==> src/rtl/bcd_to_bin_seq.sv <==
// -----------------------------------------------------------------------------
// bcd_to_bin_seq
//
// Sequential 8-digit BCD to 28-bit binary converter. One digit is folded into
// the accumulator per clock (acc = acc*10 + digit, MSD first), so a conversion
// takes 8 cycles in CONV followed by a one-cycle done pulse in IDLE.
//
// Ports:
//   clk      in   1   rising-edge clock
//   rst_n    in   1   asynchronous active-low reset
//   start    in   1   conversion request, sampled only in IDLE
//   bcd_in   in  32   8 BCD digits, [31:28] = 10^7 ... [3:0] = 10^0
//   busy     out  1   high while the FSM is in CONV
//   done     out  1   one-cycle pulse: bin_out / err have just been updated
//   bin_out  out 28   binary result, held between done pulses
//   err      out  1   invalid-digit flag, held between done pulses
//
// Build option:
//   BCDTOBIN_ERRCHK_EN  when defined, any digit > 9 makes the conversion
//                       report err=1 with bin_out=0. When undefined, err is
//                       tied low and digits 10..15 are accumulated at face value.
// -----------------------------------------------------------------------------
module bcd_to_bin_seq (
    input  logic        clk,
    input  logic        rst_n,
    input  logic        start,
    input  logic [31:0] bcd_in,
    output logic        busy,
    output logic        done,
    output logic [27:0] bin_out,
    output logic        err
);

    typedef enum logic {
        IDLE = 1'b0,
        CONV = 1'b1
    } state_t;

    state_t      state;
    state_t      next_state;

    logic [31:0] shreg;
    logic [27:0] acc;
    logic [2:0]  cnt;

    logic [3:0]  digit;
    logic [27:0] acc_next;
    logic        last;

    assign digit    = shreg[31:28];
    // Multiply by 10 as x*8 + x*2; 28 bits cannot overflow (max 166,666,665).
    assign acc_next = (acc << 3) + (acc << 1) + {24'd0, digit};
    assign last     = (state == CONV) && (cnt == 3'd7);
    assign busy     = (state == CONV);

    // ---------------------------------------------------------------- FSM
    always_ff @(posedge clk or negedge rst_n) begin
        if (!rst_n) begin
            state <= IDLE;
        end else begin
            // NOTE: clocked state uses non-blocking assignments so every
            // register samples pre-edge values regardless of statement order.
            state <= next_state;
        end
    end

    always_comb begin
        // NOTE: default first, so no path leaves next_state unassigned
        // (which would infer a latch).
        next_state = state;
        case (state)
            IDLE: if (start) next_state = CONV;
            CONV: if (last)  next_state = IDLE;
            default:         next_state = IDLE;
        endcase
    end

`ifdef BCDTOBIN_ERRCHK_EN
    logic err_latch;
    logic err_next;

    // The final digit is checked in the same edge that publishes the result.
    assign err_next = err_latch | (digit > 4'd9);
`endif

    // ----------------------------------------------------------- datapath
    always_ff @(posedge clk or negedge rst_n) begin
        if (!rst_n) begin
            shreg     <= '0;
            acc       <= '0;
            cnt       <= '0;
            done      <= 1'b0;
            bin_out   <= '0;
`ifdef BCDTOBIN_ERRCHK_EN
            err_latch <= 1'b0;
            err       <= 1'b0;
`endif
        end else begin
            done <= 1'b0;
            if (state == IDLE) begin
                if (start) begin
                    shreg     <= bcd_in;
                    acc       <= '0;
                    cnt       <= '0;
`ifdef BCDTOBIN_ERRCHK_EN
                    err_latch <= 1'b0;
`endif
                end
            end else begin
                acc   <= acc_next;
                shreg <= {shreg[27:0], 4'd0};
                cnt   <= cnt + 3'd1;
`ifdef BCDTOBIN_ERRCHK_EN
                err_latch <= err_next;
`endif
                if (last) begin
                    done <= 1'b1;
`ifdef BCDTOBIN_ERRCHK_EN
                    bin_out <= err_next ? 28'd0 : acc_next;
                    err     <= err_next;
`else
                    bin_out <= acc_next;
`endif
                end
            end
        end
    end

`ifndef BCDTOBIN_ERRCHK_EN
    assign err = 1'b0;
`endif

endmodule

==> config.mk <==
export PLATFORM = sky130hd
export DESIGN_NAME = bcd_to_bin_seq
export DESIGN_NICKNAME = d
export VERILOG_FILES = /design/src/rtl/bcd_to_bin_seq.sv
export SDC_FILE = /design/constraint.sdc
export NUM_CORES = 1
export LEC_CHECK = 0
export ABC_AREA = 1
export ABC_CLOCK_PERIOD_IN_PS = 3600
export BUFFER_PORTS_ARGS = -buffer_cell sky130_fd_sc_hd__buf_4
export CAP_MARGIN = 10
export CORE_UTILIZATION = 45
export DETAILED_ROUTE_END_ITERATION = 16
export PLACE_DENSITY = 0.75
export SLEW_MARGIN = 0
export SYNTH_ARGS = -nofsm -noshare
export SYNTH_HDL_FRONTEND = slang
export SYNTH_SLANG_ARGS = --single-unit
==> constraint.sdc <==
create_clock -name clk -period 3.6 [get_ports clk]
set_input_delay 1.08 -clock clk [delete_from_list [all_inputs] [get_ports clk]]
set_output_delay 1.08 -clock clk [all_outputs]
set_load 0.02 [all_outputs]
# Word-level counts from Yosys, hierarchy flattened

Cells that the tools add are included.
W data, S select, Z words.

RAM bits: 0
Latch bits: 0
Output and inout bits: 31
Bits in read-only memories: 0
Register bits: 92
Input bits: 35
Memories kept: 0

Reductions and logical operators: 3
Div/mod/pow operators: 0
Shifts and indexed selects: 0
Bitwise gates (word level): 1
Order comparisons: 0
Multiplexer cells: 11
Add/subtract/negate cells: 3
Equality and inequality tests: 1
Multiply operators: 0

Operators with widths:

| operator              | count |
|---|---|
| $mux W32              | 2 |
| $mux W27              | 2 |
| $add A28 B28 Y28      | 1 |
| $add A28 B4 Y28       | 1 |
| $mux W3               | 2 |
| $mux W1               | 4 |
| $add A3 B1 Y3 const B | 1 |
| $eq A3 B3 Y1 const B  | 1 |
| $pmux W1 S2           | 1 |
| $reduce_and A2 Y1     | 1 |
| $reduce_bool A2 Y1    | 1 |
| $logic_and A1 B1 Y1   | 1 |
| $not A1 Y1            | 1 |

# Longest topological paths before layout

Depth after elaboration: 4
Depth in mapped cells: 15
Depth with buffers taken out: 15

# Worst setup path after synthesis

No wires, ideal clock.

Kind: flip-flop to flip-flop
Start: register acc[0]
End: register acc[12]
Data arrival time: 2.101 ns
Cell stages (with the launch flop): 13
Setup time: 0.128 ns
Path slack: 1.370 ns
Clock period less this slack: 2.230 ns
Cell sequence: dfrtp_1 -> inv_1 -> fa_1 -> fa_1 -> inv_1 -> nand3_2 -> nand2_2 -> nand2_1 -> nand2_2 -> nand2_1 -> nand2_2 -> xor2_2 -> o21ai_2

Cells in the longest elaborated chain, start to end: 3

RTL lines:

| item                   | line | source |
|---|---|---|
| from (decl)            | 43   | `logic [27:0] acc;` |
| from (signal assigned) | 110  | `acc <= acc_next;` |
| $add A28 B28 Y28       | 52   | `assign acc_next = (acc << 3) + (acc << 1) + {24'd0, digit};` |
| $add A28 B4 Y28        | 52   |  |
| $mux W27               | 100  | `if (state == IDLE) begin` |

Every way passes these cells.
A chain may end at the register's enable or synchronous reset.

# Worst setup path in the final report

Same ends and word-level chain as after synthesis.

==> flow_metrics.tcl <==
set metrics [dict create \
    outcome "finished clean" \
    synth-xor-area-share_pct 1.77 \
    gp_congestion 0.884 \
    tns_ns 0 \
    cts.clk_slew.worst_paths_ns 0.07 \
    drt_iter0_drc 218 \
    cts_tree "done" \
    critPathMaxFanout 4 \
    dr.pass1.iters 4 \
    synth_fa_ha_area_share_pct 11.7 \
    port_buffers 64 \
    start_util_pct 46.4 \
    rows 41 \
    grt_pass1_vias 5047 \
    grt_max_degree 50 \
    core-area_um2 12700 \
    setup.worst_path.class "reg -> reg" \
    min_period_ns 2.46 \
    clockBufferDepth 2 \
    synth_area_um2 5880 \
    die_h_um 116 \
    hold_viol_final 0 \
    synth.area.mux_share_pct 0 \
    synth_top_family_by_area "simple AND/OR/NAND/NOR gates" \
    nets 930 \
    regArea_um2 2300 \
    avgSynthCellArea_um2 7.49 \
    fmax_mhz 407 \
    fill_cells 1222 \
    worstMarginPinSlew_ns 0.600 \
    yosys_warnings 0 \
    drv_slew 0 \
    layout-drive-gt1-share_pct 14.5 \
    cp.required_ns 3.83 \
    die_area_um2 13500 \
    drv_cap 0 \
    avgViaCountPerCell 5.07 \
    grt_pass1_wl_um 23500 \
    layout_commonest_cell "nand2_1" \
    endpoint_kind "register" \
    die_x_um 116 \
    routed_wl_um 13600 \
    drc 0 \
    cts_setup_buffers 0 \
    grt_overflow_total 0 \
    netlist_instances 785 \
    multi_input_area_um2 3090 \
    ctsResizeCount 0 \
    finalCritPeriodShare_pct 68.2 \
    insertion_delay_ns 0.35 \
    hold_buffers 0 \
    ys_seq_area_share_pct 39.1 \
    maxSlewHeadroom_pct 59.7 \
    top_level_ports 66 \
    grt_use_total_pct 22.5 \
    antenna_cells 0 \
    cts.sinks 92 \
    place_hpwl_um 10200 \
    antenna_found_initial 0 \
    post_drt_wl_per_cell_um 13.4 \
    fin_skew_ns 0.00617 \
    synth_nets 874 \
    h-tree-depth 3 \
    yosysUniqueCellTypes 35 \
    synth_compound_area_share_pct 7.91 \
    hold_path.class "reg -> reg" \
    setup_viol 0 \
    synthToLayoutAreaGrowth_pct 16.0 \
    start_kind "register" \
    cts_buffers 9 \
    synth-seq-cells 92 \
    layout_common_cells "nand2_1 (241), inv_1 (98), dfrtp_1 (92)" \
    vias 5159 \
    ant_nets 0 \
    rsz0062_at_grt "false" \
    crit_arrival_ns 2.69 \
    root_buffer "clkbuf_16" \
    synthSimpleGateAreaFrac_pct 31.0 \
]
## flip-flops by register name, indices dropped and copies added (netlist names)
name	cells
shreg	32
bin_out	28
done	1
acc	27
busy	1
cnt	3
## metal layers
metal	vias to the layer above	wire [um]	track usage [%]
li1	2640	-	-
met1	2402	6220	29.4
met2	99	6450	36.7
met3	18	672	4.36
met4	0	254	9.49
met5	-	0	0
## kinds of logic after synthesis
family,after synthesis
XOR/XNOR,11
flip-flops,92
adder cells (fa/ha/maj),54
AO/OA/AOI/OAI,80
other,1
buffers and inverters,126
AND/OR/NAND/NOR,421
## final cells by class
type | count | area share, %
multi-input cells | 567 | 45.3
repair buffers | 69 | 7.78
clock inverters | 5 | 0.881
well taps | 172 | 3.16
clock buffers | 11 | 3.56
inverters | 102 | 5.61
flip-flops and latches | 92 | 33.8
## through the flow
step           hold WS (ns)  instance area (um^2)  instances  utilization (%)  worst slack, ns
6_report              0.480                  6820       1018             53.8             1.14
5_1_grt               0.500                  6820       1018             53.8            0.916
4_1_cts               0.487                  6820       1018             53.8             1.13
3_5_place_dp          0.469                  6520       1002             51.4             1.13
3_3_place_gp          0.463                  6520       1002             51.4             1.24
2_1_floorplan         0.442                  5880        785                -             1.37
## synth_stat cells, drive strengths merged
cell    number  share of area (%)
nand3b       3               0.38
dfrtp       92                 39
xor2         5               0.87
clkbuf      12               0.77
xnor2        6               0.89
a21o         1               0.13
nand2      254                 17
o21ai       30                2.7
a21oi       16                1.5
clkinv       2               0.13
nor3        29                2.6
fa           2               0.68
buf         12                1.1
and2         2               0.21
inv        100                6.4
ha          52                 11
o21a         1               0.13
conb         1              0.064
nand4        8               0.85
nand3       56                5.2
nor2        69                5.0
a22o         2               0.30
o22ai       30                3.2
## worst paths after layout
check	from	to	slack (ns)	depth (start not counted)
hold reg to reg	bin_out[22]$_DFFE_PN0P_	bin_out[22]$_DFFE_PN0P_	0.48	2
min in group asynchronous	rst_n	bin_out[8]$_DFFE_PN0P_	0.73	1
setup reg to reg	acc[0]$_DFFE_PN0P_	acc[12]$_DFFE_PN0P_	1.14	12
max in group asynchronous	rst_n	cnt[0]$_DFFE_PN0P_	2.20	2
setup / recovery	acc[0]$_DFFE_PN0P_	acc[12]$_DFFE_PN0P_	1.14	12
hold / removal	bin_out[22]$_DFFE_PN0P_	bin_out[22]$_DFFE_PN0P_	0.48	2
## worst max-delay path, stage by stage, from the launching register on
cell and delay, ns:
dfrtp_1 0.38, inv_1 0.10, fa_1 0.47, fa_1 0.48
inv_1 0.09, nand3_2 0.09, nand2_2 0.13, nand2_1 0.07
nand2_2 0.10, nand2_1 0.08, nand2_2 0.08, xor2_2 0.19
o21ai_2 0.06
Power is left out: the tool's default activity adds up to more than one toggle a clock period on the data nets, which glitch-free logic cannot reach.
